`src/rtl/uart_tx_serializer_if.sv`:
```
// uart_tx_serializer_if
//   Groups the parallel request side and the serial line side of the UART
//   transmit serializer. The controller (FIFO read side) drives the request
//   signals through the master modport. The serializer drives TX_OUT/busy
//   through the slave modport.
//
//   P_DATA      controller -> serializer  word to transmit
//   Data_Valid  controller -> serializer  request strobe, honoured only when idle
//   PAR_EN      controller -> serializer  1 = append a parity bit
//   PAR_TYP     controller -> serializer  0 = even, 1 = odd parity
//   TX_OUT      serializer -> pad         registered serial line, idles high
//   busy        serializer -> controller  registered, high start..stop bit
interface uart_tx_serializer_if #(
  parameter int DATA_WIDTH = 8
);
  logic [DATA_WIDTH-1:0] P_DATA;
  logic                  Data_Valid;
  logic                  PAR_EN;
  logic                  PAR_TYP;
  logic                  TX_OUT;
  logic                  busy;

  modport master (
    output P_DATA,
    output Data_Valid,
    output PAR_EN,
    output PAR_TYP,
    input  TX_OUT,
    input  busy
  );

  modport slave (
    input  P_DATA,
    input  Data_Valid,
    input  PAR_EN,
    input  PAR_TYP,
    output TX_OUT,
    output busy
  );
endinterface

```
`src/rtl/uart_tx_serializer.sv`:
```
// uart_tx_serializer
//   Serializes one parallel word per request into an asynchronous UART frame:
//   start bit (0), DATA_WIDTH data bits LSB first, optional parity bit, and
//   stop bit (1). CLK is the baud clock, so one serial bit is sent per cycle.
//
//   CLK   baud clock
//   RST   asynchronous active-high reset; aborts any frame in progress
//   bus   uart_tx_serializer_if.slave (P_DATA, Data_Valid, PAR_EN, PAR_TYP in;
//         TX_OUT, busy out)
//
//   state  | meaning
//   IDLE   | line high, not busy, waiting for Data_Valid
//   START  | driving the start bit (0)
//   DATA   | driving latched data bit[cnt], LSB first
//   PARITY | driving the parity bit of the latched word
//   STOP   | driving the stop bit (1); Data_Valid is not sampled here
module uart_tx_serializer #(
  parameter int DATA_WIDTH = 8
) (
  input  logic                    CLK,
  input  logic                    RST,
  uart_tx_serializer_if.slave     bus
);

  localparam int CNT_W = (DATA_WIDTH > 1) ? $clog2(DATA_WIDTH) : 1;
  localparam logic [CNT_W-1:0] CNT_LAST = CNT_W'(DATA_WIDTH - 1);

  typedef enum logic [2:0] {
    IDLE   = 3'd0,
    START  = 3'd1,
    DATA   = 3'd2,
    PARITY = 3'd3,
    STOP   = 3'd4
  } state_e;

  state_e                state_q,   state_d;
  logic [CNT_W-1:0]      cnt_q,     cnt_d;
  logic [DATA_WIDTH-1:0] data_q,    data_d;
  logic                  par_en_q,  par_en_d;
  logic                  par_typ_q, par_typ_d;
  logic                  tx_q,      tx_d;
  logic                  busy_q,    busy_d;

  always_ff @(posedge CLK or posedge RST) begin
    if (RST) begin
      state_q   <= IDLE;
      cnt_q     <= '0;
      data_q    <= '0;
      par_en_q  <= 1'b0;
      par_typ_q <= 1'b0;
      tx_q      <= 1'b1;
      busy_q    <= 1'b0;
    end else begin
      state_q   <= state_d;
      cnt_q     <= cnt_d;
      data_q    <= data_d;
      par_en_q  <= par_en_d;
      par_typ_q <= par_typ_d;
      tx_q      <= tx_d;
      busy_q    <= busy_d;
    end
  end

  // Next-state logic. The frame configuration is captured only on the
  // accepting edge so the upstream side may change its inputs afterwards.
  always_comb begin
    state_d   = state_q;
    cnt_d     = cnt_q;
    data_d    = data_q;
    par_en_d  = par_en_q;
    par_typ_d = par_typ_q;

    case (state_q)
      IDLE: begin
        if (bus.Data_Valid) begin
          data_d    = bus.P_DATA;
          par_en_d  = bus.PAR_EN;
          par_typ_d = bus.PAR_TYP;
          state_d   = START;
        end
      end
      START: begin
        cnt_d   = '0;
        state_d = DATA;
      end
      DATA: begin
        if (cnt_q == CNT_LAST) begin
          state_d = par_en_q ? PARITY : STOP;
        end else begin
          cnt_d = cnt_q + CNT_W'(1);
        end
      end
      PARITY: state_d = STOP;
      STOP:   state_d = IDLE;
      default: state_d = IDLE;
    endcase
  end

  // Output decode from the next state so TX_OUT and busy come straight from
  // flops. In DATA, cnt_d already points at the bit for the coming cycle, and
  // data_q is stable because it was latched one edge before DATA is entered.
  always_comb begin
    tx_d   = 1'b1;
    busy_d = 1'b1;

    case (state_d)
      IDLE:    busy_d = 1'b0;
      START:   tx_d   = 1'b0;
      DATA:    tx_d   = data_q[cnt_d];
      PARITY:  tx_d   = (^data_q) ^ par_typ_q;
      STOP:    tx_d   = 1'b1;
      default: busy_d = 1'b0;
    endcase
  end

  assign bus.TX_OUT = tx_q;
  assign bus.busy   = busy_q;

endmodule

```
`src/flat_wrapper.sv`:
```
// flat-port wrapper written by rule: the top's interface ports become plain ports
module uart_tx_serializer_flat 
#(
  parameter int DATA_WIDTH = 8
)
  (CLK, RST, bus_P_DATA, bus_Data_Valid, bus_PAR_EN, bus_PAR_TYP, bus_TX_OUT, bus_busy);
  uart_tx_serializer_if #(.DATA_WIDTH(DATA_WIDTH)) bus_i ();
  input  logic CLK;
  input  logic RST;
  input wire logic [$bits(bus_i.P_DATA)-1:0] bus_P_DATA;
  input wire logic [$bits(bus_i.Data_Valid)-1:0] bus_Data_Valid;
  input wire logic [$bits(bus_i.PAR_EN)-1:0] bus_PAR_EN;
  input wire logic [$bits(bus_i.PAR_TYP)-1:0] bus_PAR_TYP;
  output wire logic [$bits(bus_i.TX_OUT)-1:0] bus_TX_OUT;
  output wire logic [$bits(bus_i.busy)-1:0] bus_busy;
  assign bus_i.P_DATA = bus_P_DATA;
  assign bus_i.Data_Valid = bus_Data_Valid;
  assign bus_i.PAR_EN = bus_PAR_EN;
  assign bus_i.PAR_TYP = bus_PAR_TYP;
  assign bus_TX_OUT = bus_i.TX_OUT;
  assign bus_busy = bus_i.busy;
  uart_tx_serializer #(.DATA_WIDTH(DATA_WIDTH)) u_core (.CLK(CLK), .RST(RST), .bus(bus_i));
endmodule
```
`config.mk`:
```
export PLATFORM = sky130hd
export DESIGN_NAME = uart_tx_serializer_flat
export DESIGN_NICKNAME = d
export VERILOG_FILES = /design/src/rtl/uart_tx_serializer_if.sv /design/src/rtl/uart_tx_serializer.sv /design/src/flat_wrapper.sv
export SDC_FILE = /design/constraint.sdc
export NUM_CORES = 1
export LEC_CHECK = 0
export CAP_MARGIN = 20
export CORE_ASPECT_RATIO = 1.25
export CORE_MARGIN = 5
export CORE_UTILIZATION = 30
export DETAILED_ROUTE_END_ITERATION = 12
export SLEW_MARGIN = 15
export SYNTH_ARGS = -nofsm -noshare
export SYNTH_HDL_FRONTEND = slang
export SYNTH_SLANG_ARGS = --single-unit
```
`constraint.sdc`:
```
create_clock -name CLK -period 2.15 [get_ports CLK]
set_clock_uncertainty 0.05 [all_clocks]
set_input_delay 0.645 -clock CLK [delete_from_list [all_inputs] [get_ports CLK]]
set_output_delay 0.645 -clock CLK [all_outputs]
set_load 0.05 [all_outputs]
```
==> results.tsv, run 1 <==
stage	metric	value	unit
global_routing	antenna_found_initial	0	
global_routing	grt_pass1_vias	899	
critical_path	crit_arrival	2.18	ns
synth	async_flop_share	100	%
detailed_routing	routedWlPerCell	13.7	um
clocking	cts.sinks	18	
power_and_ir_drop	ir_drop	0.816	mV
detailed_routing	routed_via_density	5.23	
global_routing	grt_remaining_overflow	0	
synth	ys_types	37	
flow_run	maxCapViolCount	0	
timing	fmax	0.483	GHz
critical_path	cp.required	2.26	ns
synth	netlist_instances	98	
layout	nNetsFinal	131	
place	portBuffers	14	
power_and_ir_drop	power_density	1640	nW/um2
synth	netlist_area	1060	um2
floorplan	num_io_pins	15	
synth	synth_top_area_share	40.1	%
detailed_routing	drt_wl_total	2120	um
layout	final_cells	155	
synth	synthTopCellsByArea	dfrtp_1, mux2_2, xnor2_1, mux2i_1, dfstp_2	
timing	final-hold-violation-count	0	
timing	period_minus_slack	2.07	ns
layout	layout-drive-gt1-share	24.1	%
synth	yosys_warnings	0	
place	dpl.hpwl	1680	um
timing	relSlewSlack	64.0	%
timing	drv_slew	0	
synth	synth_area_per_cell	10.8	um2
status	status	complete, no violations	
clocking	cts_setup_buffers	0	
floorplan	core	3450	um2
detailed_routing	route.vias.total	810	
hold_path	worstHoldPathType	reg -> reg	
floorplan	die_area	4830	um2
detailed_routing	drt.antenna.violating_nets	0	
timing	fin_crit_sh	96.4	%
global_routing	grt_max_degree	19	
detailed_routing	drt_iter0_markers	15	
clocking	ctsLongestPathBuffers	2	
clocking	clk_pin_slew	0.07	ns
clocking	clock_latency	0.25	ns
critical_path	crit_type	reg -> reg	
detailed_routing	first_pass_iters	4	
synth	synth_top_flop_cell	dfrtp_1	
place	gp_congestion	0.843	
floorplan	die_x	63.2	um
clocking	cts_tree	yes	
clocking	numCtsBuffers	3	
place	dp.cells	151	
floorplan	start_util	30.7	%
critical_path	crit_fanout	4	
layout	syn2layout_area_growth	23.1	%
synth	yosysTopAreaCell	dfrtp_1	
synth	synth_edf_count	0	
detailed_routing	drcViolationCount	0	
timing	tightest_slew	0.539	ns
clocking	clockRootBuffer	clkbuf_8	
synth	ys_ff_latch	18	
layout	n_antenna_cell	0	
floorplan	num_rows	24	
synth	ys_seq_area_share	42.6	%
global_routing	grtUsageTotal	9.27	%
clocking	htree_levels	1	
global_routing	grt_pass1_wl	3710	um
synth	syn_nets	112	
critical_path	end_kind	flop	
floorplan	die_h	76.5	um
power_and_ir_drop	p_leak	0.553	nW
timing	finalSetupViolCount	0	
timing	rsz0062_at_grt	false	
critical_path	worst_setup_path_start_kind	flop	
layout	final_util	37.8	%
clocking	holdBufCountCts	0	
-- logic make-up (layout without fill, tap and decap cells) --
family	count (synthesis)	count (layout)	share of synthesized area [%]
adders and majority gates	1	1	1.18
DFF	18	18	42.6
xor gates and xnor gates	8	8	6.60
muxes	14	14	14.4
AOI/OAI and AO/OA	18	18	14.2
buffers and inverters	10	28	4.36
and+or+nand+nor	29	29	16.7
-- metal layers --
| metal | wire, um | track usage (%) | vias to the layer above |
|---|---|---|---|
| met3 | 80 | 1.92 | 6 |
| met1 | 839 | 9.43 | 394 |
| li1 | - | - | 390 |
| met5 | 0 | 0 | - |
| met2 | 1160 | 17.8 | 20 |
| met4 | 42 | 3.74 | 0 |
-- worst max-delay path: stages (launching register included) --
cell	delay, ns
dfrtp_1	0.35
ha_1	0.22
or3b_1	0.42
a221o_1	0.35
a31oi_1	0.19
mux2i_1	0.10
mux2i_1	0.20
a211oi_2	0.10
-- cell type report --
cell class,instances,area [um2]
repair buffers,19,173
well taps,39,48.8
flip-flops and latches,18,452
inverters,5,18.8
multi-input cells,70,569
clock buffers,4,45.0
fillers,348,2150
-- synth_stat cells (2+ instances only) --
cell and number:
a221o_1 2, a31oi_1 2, and2_1 2, and4bb_2 2, clkbuf_1 3, dfrtp_1 17, inv_1 5, mux2_2 10
mux2i_1 4, nand2b_1 3, nand3_1 2, nor2_1 6, nor2b_1 2, nor3_1 4, o21ba_2 2, o22ai_1 2
or3_1 3, xnor2_1 8
-- per-stage QoR --
| stage | hold WS [ns] | cell area (um2) | total power, mW | setup slack [ns] | TNS (ns) |
|---|---|---|---|---|---|
| after global placement | 0.473 | 1250 | 1.86 | -0.0106 | -0.0106 |
| final | 0.488 | 1310 | 2.15 | 0.0781 | 0 |
| after detailed placement | 0.485 | 1250 | 1.91 | -0.0592 | -0.209 |
| after CTS | 0.500 | 1310 | 2.17 | 0.0835 | 0 |
| after floorplan | 0.452 | 1060 | 1.64 | 0.203 | 0 |
| after global routing | 0.519 | 1310 | 2.31 | 0.00804 | 0 |
-- cell usage in the layout (no fill, tap or decap), types with 2 or more instances in the layout --
cell type        Yosys  layout
o21ba_2              2       2
clkbuf_8             0       3
mux2_2              10      10
buf_4                0       7
a221o_1              2       2
nand2b_1             3       3
xnor2_1              8       8
nor2_1               6       6
clkdlybuf4s50_1      0      12
a31oi_1              2       2
dfrtp_1             17      17
or3_1                3       3
inv_1                5       5
nor3_1               4       4
nor2b_1              2       2
mux2i_1              4       4
and4bb_2             2       2
and2_1               2       2
nand3_1              2       2
-- registers in the layout (all words and copies together), names as in the netlist --
| register | flops |
|---|---|
| u_core.bus.busy | 1 |
| u_core.cnt_q | 3 |
| u_core.data_q | 8 |
| u_core.par_en_q | 1 |
| u_core.state_q | 3 |
| u_core.par_typ_q | 1 |
| u_core.bus.TX_OUT | 1 |
-- what timing repair did --
| action | in CTS | in global routing |
|---|---|---|
| endpoints found under the hold margin | 0 | 0 |
| endpoints found under the setup margin | 1 | 0 |
| gates resized for setup | 1 | 0 |
-- final timing paths --
| path | startpoint | to | slack (ns) | depth (start not counted) |
|---|---|---|---|---|
| setup / recovery | u_core.cnt_q[0]$_DFF_PP0_ | u_core.bus.TX_OUT$_DFF_PP1_ | 0.08 | 7 |
| hold / removal | u_core.par_typ_q$_DFFE_PP0P_ | u_core.par_typ_q$_DFFE_PP0P_ | 0.49 | 1 |
| setup reg to reg | u_core.cnt_q[0]$_DFF_PP0_ | u_core.bus.TX_OUT$_DFF_PP1_ | 0.08 | 7 |
| hold reg to reg | u_core.par_typ_q$_DFFE_PP0P_ | u_core.par_typ_q$_DFFE_PP0P_ | 0.49 | 1 |
| max in group asynchronous | RST | u_core.bus.TX_OUT$_DFF_PP1_ | 1.13 | 3 |
| min in group asynchronous | RST | u_core.data_q[1]$_DFFE_PP0P_ | 0.65 | 3 |
-- power breakdown --
part	switching [mW]	internal [mW]	total (mW)
clock network	0.108	0.131	0.240
logic	0.578	0.664	1.24
registers	0.159	0.508	0.666
Power figures use the tool's default switching activity.
==> run 2, diff against run 1 <==
- ABC_AREA: not set -> 1
- SETUP_SLACK_MARGIN: not set -> 0.02
- SLEW_MARGIN: 15 -> 20
==> run 2 against run 1 <==
Final cell count increased by 15%. Area after synthesis decreased by 7.2%. Design area decreased by 7.1%. Die area decreased by 6.2%. Sequential power decreased by 6.5%. First-iteration DRC count decreased by 20%. Non-clock buffer count decreased by 4. Flip-flop and latch count unchanged. Clock-buffer cell count unchanged. Critical endpoint is now bus_TX_OUT. Largest power group unchanged. Highest routed layer unchanged.
==> results.tsv, run 2 <==
stage	metric	value	unit	change
synth	synthAdderAreaFrac	1.27	%	+0.091 points
layout	n_antenna_cell	0		unchanged
global_routing	grt_pass1_wl	3410	um	-8.2%
floorplan	start_util	30.8	%	+0.10 points
synth	async_flop_share	100	%	unchanged
clocking	htree_levels	1		unchanged
clocking	cts_resized	0		-1
timing	fmax	0.603	GHz	+25%
critical_path	crit_path_start	u_core.bus.TX_OUT$_DFF_PP1_		
layout	top_register	u_core.data_q		
clocking	cts.sinks	18		unchanged
clocking	holdBufCountCts	0		unchanged
detailed_routing	drt_iter0_markers	12		-3
layout	largest_register_ffs	8		unchanged
power_and_ir_drop	p_total	1.93	mW	-10%
critical_path	crit_arrival	0.96	ns	-1.22 ns
detailed_routing	first_pass_iters	4		unchanged
layout	final_util	38.0	%	+0.17 points
critical_path	worst_setup_path_start_kind	flop		
critical_path	slowest_delay	0.52	ns	+0.10 ns
floorplan	core	3190	um2	-7.5%
detailed_routing	route.vias.total	829		+2.3%
timing	final-hold-violation-count	0		unchanged
detailed_routing	drt_wl_total	1870	um	-12%
global_routing	grtUsageTotal	9.96	%	+0.70 points
critical_path	path_cells	buf_4		
place	dp.cells	175		+16%
critical_path	crit_cells	1		-6
synth	synth_top_flop_cell	dfrtp_1		
synth	synth-xor-area-share	5.34	%	-1.3 points
critical_path	critical_path_buf_inv_count	1		+1
synth	synth_compound_area_share	7.24	%	-6.9 points
timing	rsz0062_at_grt	false		
layout	nNetsFinal	157		+20%
floorplan	num_io_pins	15		unchanged
global_routing	grt_max_degree	19		unchanged
synth	yosys_warnings	0		unchanged
critical_path	crit_fanout	1		-3
timing	drv_slew	0		unchanged
detailed_routing	routedWlPerCell	10.4	um	-24%
synth	ys_ff_latch	18		unchanged
critical_path	crit_type	reg -> out		
place	placed_area	1170	um2	-6.9%
synth	synth_area_per_cell	7.94	um2	-27%
place	preCtsSetupSlack	0.296	ns	+0.355 ns
timing	fin_ws	0.491	ns	+0.413 ns
critical_path	crit_family	flip-flops		
clocking	ctsLongestPathBuffers	2		unchanged
layout	final_cells	179		+15%
synth	synth_edf_count	0		unchanged
power_and_ir_drop	ir_drop	0.718	mV	-12%
synth	synth_top_area_share	43.2	%	+3.1 points
synth	syn_nets	138		+23%
clocking	clock_latency	0.25	ns	about the same
hold_path	worstHoldPathType	reg -> reg		
timing	relSlewSlack	82.3	%	+18 points
critical_path	reg2reg_setup_slack	0.55	ns	+0.47 ns
synth	synthTopCellsByArea	dfrtp_1, nand2_1, inv_1, nand3_1, xnor2_1		
clocking	cts_tree	yes		
detailed_routing	routed_via_density	4.63		-11%
timing	period_minus_slack	1.66	ns	-0.413 ns
critical_path	end_kind	output port		
flow_run	maxCapViolCount	0		unchanged
floorplan	num_rows	23		-4.2%
synth	ys_seq_area_share	45.9	%	+3.3 points
hold_path	hold_depth	2		+1
timing	fin_crit_sh	77.2	%	-19 points
layout	top_regs	u_core.data_q (8), u_core.cnt_q (3), u_core.state_q (3)		
synth	yosys.area_share.simple	31.8	%	+15 points
layout	layout-drive-gt1-share	12.0	%	-12 points
clocking	clockRootBuffer	clkbuf_8		
clocking	cts_setup_buffers	0		unchanged
clocking	clk_pin_slew	0.06	ns	about the same
synth	synth_top_family_by_area	simple AND/OR/NAND/NOR gates		
timing	finalSetupViolCount	0		unchanged
floorplan	die_x	61.2	um	-3.1%
floorplan	die_area	4540	um2	-6.2%
global_routing	antenna_found_initial	0		unchanged
detailed_routing	drcViolationCount	0		unchanged
timing	holdWs	0.458	ns	-0.0295 ns
power_and_ir_drop	p_leak	0.591	nW	+6.9%
layout	final_common_cell	nand2_1		
synth	netlist_area	985	um2	-7.2%
critical_path	worstRegToRegCells	9		+2
place	gp_congestion	0.804		-4.6%
clocking	numCtsBuffers	3		unchanged
layout	layout_common_cells	nand2_1, inv_1, dfrtp_1, nand3_1, clkdlybuf4s50_1		
timing	tightest_slew	0.264	ns	-0.275 ns
hold_path	holdCritStartpoint	u_core.par_typ_q$_DFFE_PP0P_		
synth	synth.cells.most_frequent	nand2_1, inv_1, dfrtp_1		
place	portBuffers	14		unchanged
status	status	complete, no violations		
floorplan	die_h	74.1	um	-3.2%
synth	yosysTopAreaCell	dfrtp_1		
synth	ys_types	22		-41%
detailed_routing	drt.antenna.violating_nets	0		unchanged
layout	fin_area	1210	um2	-7.1%
global_routing	grt_remaining_overflow	0		unchanged
place	dpl.hpwl	1530	um	-8.6%
power_and_ir_drop	power_density	1590	nW/um2	-3.1%
critical_path	crit_slowest_cell	dfstp_2		
layout	syn2layout_area_growth	23.3	%	
synth	netlist_instances	124		+27%
critical_path	reg2reg_from	u_core.cnt_q[1]$_DFF_PP0_		
critical_path	cp.required	1.45	ns	-0.81 ns
synth	synth_mux_area_share	0	%	-14 points
synth	yosysMostFrequentCell	nand2_1		
timing	finalSetupTns	0	ns	unchanged
global_routing	grt_pass1_vias	880		-2.1%
-- run 2: cell types whose count changed after synthesis, moves of 4 or more --
cell and delta:
nand2_1 +31, mux2i_1 -4, inv_1 +14, o21ai_1 +4
mux2_2 -10, nand3_1 +12, nor3_1 -4, o21ai_0 +6
xnor2_1 -4
-- run 2: layout make-up --
cell class	count	area (um2)
Clock buffer	4	45.0
Fill cell	336	1980
Inverter	21	78.8
Multi-Input combinational cell	84	449
Sequential cell	18	452
Tap cell	37	46.3
Timing Repair Buffer	15	143
-- run 2: report_power, final --
group | total (mW) | internal [mW] | switching (mW)
Clock | 0.242 | 0.132 | 0.111
Combinational | 1.07 | 0.410 | 0.659
Sequential | 0.623 | 0.506 | 0.117
Total | 1.93 | 1.05 | 0.887
-- run 2: final timing paths --
check / endpoint
min in group asynchronous: u_core.state_q[1]$_DFF_PP0_
min: u_core.par_typ_q$_DFFE_PP0P_
min reg2reg: u_core.par_typ_q$_DFFE_PP0P_
max in group asynchronous: u_core.bus.TX_OUT$_DFF_PP1_
max: bus_TX_OUT
max reg2reg: u_core.bus.TX_OUT$_DFF_PP1_
-- run 2: metal layers --
metal  track usage [%]  up-vias  share of wire [%]
met5                 0        -                  0
met3              1.74        5                2.8
met4              5.06        0                2.1
met2              18.2       16                 53
met1              10.6      386                 42
li1                  -      422                  -
-- run 2: logic make-up (layout without fill, tap and decap cells) --
logic type,Yosys count,after routing
AOI/OAI and AO/OA,12,12
xor gates and xnor gates,6,6
adders and majority gates,1,1
buffers and inverters,22,40
DFF,18,18
and+or+nand+nor,65,65
-- run 2: worst reg2reg max path: cells and delay by family, from the launching register on --
family / cells / cell delay (ns)
compound gates: 1 / 0.17
simple gates: 7 / 0.63
fa+ha+maj: 1 / 0.27
flops: 1 / 0.42
==> edit (settings of run 1) <==
`DATA_WIDTH` is set to 8 in 3 places; all go to 4.
--- a/src/rtl/uart_tx_serializer_if.sv
+++ b/src/rtl/uart_tx_serializer_if.sv
@@ -11,7 +11,7 @@
 //   TX_OUT      serializer -> pad         registered serial line, idles high
 //   busy        serializer -> controller  registered, high start..stop bit
 interface uart_tx_serializer_if #(
-  parameter int DATA_WIDTH = 8
+  parameter int DATA_WIDTH = 4
 );
   logic [DATA_WIDTH-1:0] P_DATA;
   logic                  Data_Valid;
--- a/src/rtl/uart_tx_serializer.sv
+++ b/src/rtl/uart_tx_serializer.sv
@@ -15,7 +15,7 @@
 //   PARITY | driving the parity bit of the latched word
 //   STOP   | driving the stop bit (1); Data_Valid is not sampled here
 module uart_tx_serializer #(
-  parameter int DATA_WIDTH = 8
+  parameter int DATA_WIDTH = 4
 ) (
   input  logic                    CLK,
   input  logic                    RST,
--- a/src/flat_wrapper.sv
+++ b/src/flat_wrapper.sv
@@ -1,7 +1,7 @@
 // flat-port wrapper written by rule: the top's interface ports become plain ports
 module uart_tx_serializer_flat 
 #(
-  parameter int DATA_WIDTH = 8
+  parameter int DATA_WIDTH = 4
 )
   (CLK, RST, bus_P_DATA, bus_Data_Valid, bus_PAR_EN, bus_PAR_TYP, bus_TX_OUT, bus_busy);
   uart_tx_serializer_if #(.DATA_WIDTH(DATA_WIDTH)) bus_i ();
Interface: changed (resized bus_P_DATA); port bits go from 15 to 11. No check against the original RTL was run, so the function may have changed too.
==> edit against run 1 <==
  * Utilization grew 0.69 points
  * First-iteration DRC count grew 20%
  * Sequential power shrank 27%
  * Routed wire length shrank 44%
  * Combinational power shrank 44%
  * Design area shrank 36%
  * Sequential share of layout area grew 4.6 points
  * Synthesized area shrank 37%
  * Total power shrank 38%
  * Largest cell class is now flip-flops and latches
  * Sequential cell count shrank 5
  * Critical endpoint unchanged
  * Worst setup slack gained 0.22 ns
  * Maximum frequency grew 12%
==> edit: results (changes against run 1) <==
Outcome
Status: completed (unchanged).

Drt
The iteration-0 DRC count of the detailed router is 18 (was 15). The detailed-route vias per instance came to 4.64 (was 5.23). The final routed wirelength across all metal layers is 1200 um (was 2120 um). The wire length on met3 is 37 um (was 80 um).

Layout
The non-clock buffering overhead in the final layout was 14.1% (was 13.2%). The share of post-route cells with drive strength above 1 came to 22.4% (was 24.1%). The area fraction of clock buffers and clock inverters is 3.15% (was 3.45%).

The count of fill cells added during filler insertion was 223 (was 348). Largest registers: u_core.data_q x4, u_core.state_q x3, u_core.cnt_q x2 (was u_core.data_q x8, u_core.cnt_q x3, u_core.state_q x3). The number of nets in the final layout is 86 (was 131). The buffer count excluding the clock tree in the final layout is 13 (was 19). The total number of sequential cells was 13 (was 18).

Synth
Most instantiated cells after synthesis: sky130_fd_sc_hd__dfrtp_1 (12), sky130_fd_sc_hd__inv_1 (5), sky130_fd_sc_hd__mux2_2 (5) (was sky130_fd_sc_hd__dfrtp_1 (17), sky130_fd_sc_hd__mux2_2 (10), sky130_fd_sc_hd__xnor2_1 (8)). The synthesized netlist net count is 71 (was 112). The complex-gate fraction of the synthesized area is 11.9% (was 14.2%).

The xor/xnor share of the synthesized area is 5.21% (was 6.60%). The multiplexer share of the synthesized area came to 8.38% (was 14.4%).

GRT
The maximum number of pins on one net before global-route repair came to 14 (was 19). The met2 track utilization from global routing was 14.9% (was 17.8%). The via count of the first global-routing pass is 547 (was 899).

STA
The measured slew at the worst slew-check pin came to 0.502 ns (was 0.539 ns). The final worst-path cycle share is 86.1% (was 96.4%).

Placement
The weighted congestion reported at the end of routability-driven placement came to 0.759 (was 0.843). The worst setup slack after placement was 0.0962 ns (was -0.0592 ns). The number of port buffers is 10 (was 14).

Clock tree
The root buffer cell is sky130_fd_sc_hd__clkbuf_4 (was sky130_fd_sc_hd__clkbuf_8). The count of instances resized after the clock tree is built is 0 (was 1). The worst-skew pair later-pin latency is 0.27 ns (was 0.25 ns).

Worst setup path
The critical path data arrival time is 2.00 ns (was 2.18 ns). The critical register-to-register path startpoint is u_core.state_q[2] (was u_core.cnt_q[0]). The setup slack of the most critical reg-to-reg path is 0.30 ns (was 0.08 ns). The worst reg-to-reg path cell count is 4 (was 7).

Power and ir drop
The total leakage power is 0.000336 uW (was 0.000553 uW). The combinational power was 695 uW (was 1240 uW). The switching component of the power is 539 uW (was 845 uW). The register share of total power is 36.6% (was 31.0%). The worst IR drop on VDD is 0.000721 V (was 0.000816 V).
-- edit: cell count changes in the layout (fill, tap and decap cells not counted), sizes merged, moves of 3 or more --
| cell | delta |
|---|---|
| dfrtp | -5 |
| mux2 | -5 |
| clkdlybuf4s50 | -4 |
| mux2i | -4 |
| xnor2 | -4 |
| a21oi | +3 |
-- edit: per-stage QoR --
step                cells  cell area [um2]  power [uW]  hold WS, ns
detailed placement    103              807        1190        0.470
CTS                   107              833        1340        0.489
finish                107              833        1330        0.491
floorplan              62              672        1040        0.445
global route          107              833        1460        0.517
global placement      103              807        1180        0.470
-- edit: critical path: stages, from the launching register on --
cell	delay [ns]
sky130_fd_sc_hd__dfrtp_1	0.47
sky130_fd_sc_hd__nor3b_1	0.45
sky130_fd_sc_hd__nor3_1	0.08
sky130_fd_sc_hd__or4b_1	0.53
sky130_fd_sc_hd__a41oi_2	0.20
